## config.mk

```make
export PLATFORM = sky130hd
export DESIGN_NAME = dmem_arbiter
export DESIGN_NICKNAME = d
export VERILOG_FILES = /design/src/rtl/dmem_arbiter.sv
export SDC_FILE = /design/constraint.sdc
export NUM_CORES = 1
export LEC_CHECK = 0
export CORE_AREA = 2 2 117 119
export CTS_CLUSTER_DIAMETER = 150
export CTS_CLUSTER_SIZE = 24
export DETAILED_ROUTE_END_ITERATION = 12
export DIE_AREA = 0 0 119 121
export SYNTH_ARGS = -nofsm -noshare
export SYNTH_HDL_FRONTEND = slang
export SYNTH_SLANG_ARGS = --single-unit
export TNS_END_PERCENT = 5
```

## constraint.sdc

```tcl
create_clock -name clk -period 7.5 [get_ports clk]
set_input_delay 2.25 -clock clk [delete_from_list [all_inputs] [get_ports clk]]
set_output_delay 2.25 -clock clk [all_outputs]
set_load 0.02 [all_outputs]
```

## src/rtl/dmem_arbiter.sv

```systemverilog
// Two-port arbiter in front of the single data memory. Port 0 is preferred from idle,
// and a busy owner is pre-empted after MAX_BURST grants. Build with DMEM_ARB_STATS_EN for grant/conflict counters.
module dmem_arbiter #(
   parameter int AW        = 32,
   parameter int DW        = 32,
   parameter int MAX_BURST = 4
) (
   input  logic          clk,
   input  logic          reset,
   input  logic          m0_req,
   input  logic          m0_we,
   input  logic [AW-1:0] m0_addr,
   input  logic [DW-1:0] m0_wdata,
   output logic          m0_gnt,
   output logic          m0_rvalid,
   output logic [DW-1:0] m0_rdata,
   input  logic          m1_req,
   input  logic          m1_we,
   input  logic [AW-1:0] m1_addr,
   input  logic [DW-1:0] m1_wdata,
   output logic          m1_gnt,
   output logic          m1_rvalid,
   output logic [DW-1:0] m1_rdata,
   output logic          mem_we,
   output logic [AW-1:0] mem_addr,
   output logic [DW-1:0] mem_wdata,
   input  logic [DW-1:0] mem_rdata
`ifdef DMEM_ARB_STATS_EN
   ,
   output logic [15:0]   stat_gnt0,
   output logic [15:0]   stat_gnt1,
   output logic [15:0]   stat_conflict
`endif
);

   typedef enum logic [1:0] {IDLE, OWN0, OWN1} state_t;

   localparam logic [3:0] MAXB = 4'(MAX_BURST);

   state_t     state;
   logic [3:0] burst_cnt;
   logic       rd_pend;
   logic       rd_port;
   logic       g0, g1;

   // Grant is decided in the request cycle; everything is gated while reset is low.
   always_comb begin
      g0 = 1'b0;
      g1 = 1'b0;
      if (reset) begin
         if (m0_req && m1_req) begin
            unique case (state)
               OWN0:    g0 = (burst_cnt < MAXB);
               OWN1:    g0 = (burst_cnt >= MAXB);
               default: g0 = 1'b1;
            endcase
            g1 = ~g0;
         end else begin
            g0 = m0_req;
            g1 = m1_req;
         end
      end
   end

   assign m0_gnt    = g0;
   assign m1_gnt    = g1;
   assign mem_we    = (g0 & m0_we) | (g1 & m1_we);
   assign mem_addr  = !reset ? '0 : (g1 ? m1_addr  : m0_addr);
   assign mem_wdata = !reset ? '0 : (g1 ? m1_wdata : m0_wdata);

   // Memory read data is registered, so the response lines follow one cycle behind the grant.
   assign m0_rvalid = reset & rd_pend & ~rd_port;
   assign m1_rvalid = reset & rd_pend &  rd_port;
   assign m0_rdata  = m0_rvalid ? mem_rdata : '0;
   assign m1_rdata  = m1_rvalid ? mem_rdata : '0;

   always_ff @(posedge clk) begin
      if (!reset) begin
         state     <= IDLE;
         burst_cnt <= 4'd0;
         rd_pend   <= 1'b0;
         rd_port   <= 1'b0;
      end else begin
         rd_pend <= (g0 & ~m0_we) | (g1 & ~m1_we);
         rd_port <= g1;
         if (g0) begin
            if (state == OWN0) begin
               if (burst_cnt < MAXB) burst_cnt <= burst_cnt + 4'd1;
            end else begin
               state     <= OWN0;
               burst_cnt <= 4'd1;
            end
         end else if (g1) begin
            if (state == OWN1) begin
               if (burst_cnt < MAXB) burst_cnt <= burst_cnt + 4'd1;
            end else begin
               state     <= OWN1;
               burst_cnt <= 4'd1;
            end
         end else begin
            state     <= IDLE;
            burst_cnt <= 4'd0;
         end
      end
   end

`ifdef DMEM_ARB_STATS_EN
   always_ff @(posedge clk) begin
      if (!reset) begin
         stat_gnt0     <= 16'd0;
         stat_gnt1     <= 16'd0;
         stat_conflict <= 16'd0;
      end else begin
         if (g0 && stat_gnt0 != 16'hFFFF) stat_gnt0 <= stat_gnt0 + 16'd1;
         if (g1 && stat_gnt1 != 16'hFFFF) stat_gnt1 <= stat_gnt1 + 16'd1;
         if (m0_req && m1_req && stat_conflict != 16'hFFFF)
            stat_conflict <= stat_conflict + 16'd1;
      end
   end
`endif

endmodule

```

==> impl_metrics.env <==
export IMPL_hold_viol=0
export IMPL_synthTopCellsByArea="nand2_1 27%, and2_1 22%, o21ai_0 17%"
export IMPL_avgViaCountPerCell=4.102
export IMPL_reg2reg_to="burst_cnt[0]"
export IMPL_cp_startpoint="m1_req"
export IMPL_hpwl_um=9079
export IMPL_cp_end_kind="output port"
export IMPL_clock_path_buffers=2
export IMPL_crit_required_ns=5.25
export IMPL_initialDrtViolationCount=125
export IMPL_fmax_mhz=147.7
export IMPL_setup_viol=0
export IMPL_r2r_cells=7
export IMPL_ios=299
export IMPL_gr_total_overflow=0
export IMPL_skew_ns=0.002596
export IMPL_endpoint="mem_addr[22]"
export IMPL_chipHeight_um=121
export IMPL_final_cell_mix="297 x clkdlybuf4s50_1, 133 x nand2_1, 65 x and2_1"
export IMPL_die_w_um=119
export IMPL_setup_tns_final_ns=0
export IMPL_finalCritPeriodShare_pct=90.25
export IMPL_slowest_delay_ns=0.65
export IMPL_final_nets=782
export IMPL_die_area_um2=14400
export IMPL_synth_seq_cells=8
export IMPL_syn_to_final_growth_pct=173.7
export IMPL_ys_flop_type="dfxtp_1"
export IMPL_synthCells=334
export IMPL_netlist_area_um2=1815
export IMPL_grt_first_pass_wirelength_um=15640
export IMPL_drc_errors=0
export IMPL_synth_edff_count=0
export IMPL_gp_congestion=0.8838
export IMPL_port_buffers=298
export IMPL_max_slew_margin_pct=41.69
export IMPL_grt_pass1_vias=3004
export IMPL_first_pass_iters=5
export IMPL_worstSkewPairLatency_ns=0.23
export IMPL_vdd_drop_max_uv=42.59
export IMPL_num_vias=3232
export IMPL_rr_startpoint="state[0]"
export IMPL_critPathLaunchType="input port"
export IMPL_cts_tree="yes"
export IMPL_core_area_um2=13090
export IMPL_start_util_pct=13.87
export IMPL_yosysTopAreaCellShare_pct=27.50
export IMPL_wirelength_um=10520
export IMPL_yosysTopAreaCell="nand2_1"
export IMPL_seq_area_frac_synth_pct=8.822
export IMPL_fin_crit_ns=6.769
export IMPL_n_fill_cell=1345
export IMPL_syn_area_per_cell_um2=5.436
export IMPL_hp_class="flop to flop"
export IMPL_ys_types=30
export IMPL_worstPathCellList="clkdlybuf4s50_1 > nand3b_1 > o32ai_4 > buf_4 > nand2_1 > o21ai_0 > clkdlybuf4s50_1"
export IMPL_row_count=42
export IMPL_clk_pin_slew_worst_paths_ns=0.04
export IMPL_cp_slowest_cell="clkdlybuf4s50_1"
export IMPL_drv_slew=0
export IMPL_drive_gt1_share_pct=1.637
export IMPL_cts_resized_gates=0
export IMPL_cts_sinks=8
export IMPL_holdBufCountCts=0
export IMPL_synth_warnings=0
export IMPL_critical_path_arrival_ns=4.52
export IMPL_r2r_setup_slack_ns=5.45
export IMPL_antenna_left=0
export IMPL_p_per_area_nw_per_um2=90.43
export IMPL_antenna_found_initial=1
export IMPL_final_common_cell="clkdlybuf4s50_1"
export IMPL_grt_max_degree=92
export IMPL_crit_top_cell="clkdlybuf4s50_1"
export IMPL_cts_root_buf="clkbuf_16"
export IMPL_worst_hold_slack_ns=0.4813
export IMPL_critPathKind="input port to output port"
export IMPL_path_max_fanout=40
export IMPL_grt_use_total_pct=13.46
export IMPL_drv_cap=0
export IMPL_cts_htree_levels=1
export IMPL_rsz0062_at_grt="no"
export IMPL_cts_buffers_inserted=3
export IMPL_status="finished clean"
export IMPL_p_leak_nw=1.856
export IMPL_async_flop_share_pct=0
export IMPL_post_drt_wl_per_cell_um=13.35
export IMPL_synthesis_nets=503
export IMPL_worst_pin_slew_ns=0.8746
export IMPL_postCtsSetupRepairBufs=0
[where the power goes]
part           leakage (nW)  switching, mW  internal [mW]
logic                  1.75          0.139          0.173
clock network        0.0370         0.0212         0.0688
registers            0.0657        0.00222         0.0459
[kinds of logic after synthesis]
logic type	count (synthesis)	synth area share (%)
XOR/XNOR	1	0.4825
AND/OR/NAND/NOR	208	53.07
flip-flops	8	8.821
adder cells (fa/ha/maj)	3	2.068
buffers and inverters	32	10.47
AO/OA/AOI/OAI	82	25.09
[cell usage after synthesis, types with 3 or more instances]
| master | number |
|---|---|
| nand2_1 | 133 |
| and2_1 | 65 |
| o21ai_0 | 63 |
| clkbuf_1 | 17 |
| buf_6 | 9 |
| dfxtp_1 | 8 |
| inv_1 | 4 |
| a21oi_1 | 3 |
| ha_1 | 3 |
| nor2_1 | 3 |
| o21a_1 | 3 |
| o21ai_1 | 3 |
[area by class of cell]
class	instances	area, µm²	area share, %
clock buffer	3	75.07	1.511
antenna	1	2.502	0.05035
tap	176	220.2	4.431
sequential	8	160.2	3.223
inverter	4	15.01	0.3021
timing repair buffer	302	3020	60.78
multi-input combinational	294	1476	29.71
[worst min-delay path by stage]
stage,start,endpoint,cells past startpoint
3_5_place_dp,burst_cnt[1],burst_cnt[1],2
2_1_floorplan,burst_cnt[1],burst_cnt[1],2
6_report,burst_cnt[1],burst_cnt[1],2
5_1_grt,burst_cnt[1],burst_cnt[1],2
3_3_place_gp,burst_cnt[1],burst_cnt[1],2
4_1_cts,burst_cnt[1],burst_cnt[1],2
[critical path: cells and delay by family]
kind                   cells  cell delay [ns]
AO/OA/AOI/OAI              2             0.41
buffers and inverters      3             1.56
AND/OR/NAND/NOR            2             0.27
[routing by layer]
layer	global-route usage, %	share of wire, %	up-vias
li1	-	-	1627
met5	0	0	-
met2	25.83	50	198
met4	2.307	0.98	0
met1	14.57	38	1398
met3	4.229	11	9
[through the flow]
stage	utilization [%]	area [µm²]	power [mW]	setup WS (ns)	instances
after global placement	37.39	4892	0.3592	0.7600	784
after global routing	37.96	4967	0.4743	0.5411	787
after CTS	37.96	4967	0.4532	0.7161	787
after detailed placement	37.39	4892	0.3620	0.7158	784
final	37.98	4970	0.4494	0.7313	788
after floorplan	-	1815	0.1789	1.760	334
[state kept, by name, indices dropped and copies added, names as in the netlist]
name and count:
burst_cnt 4, rd_port 1, state 2, rd_pend 1
Power figures use the tool's default switching activity.
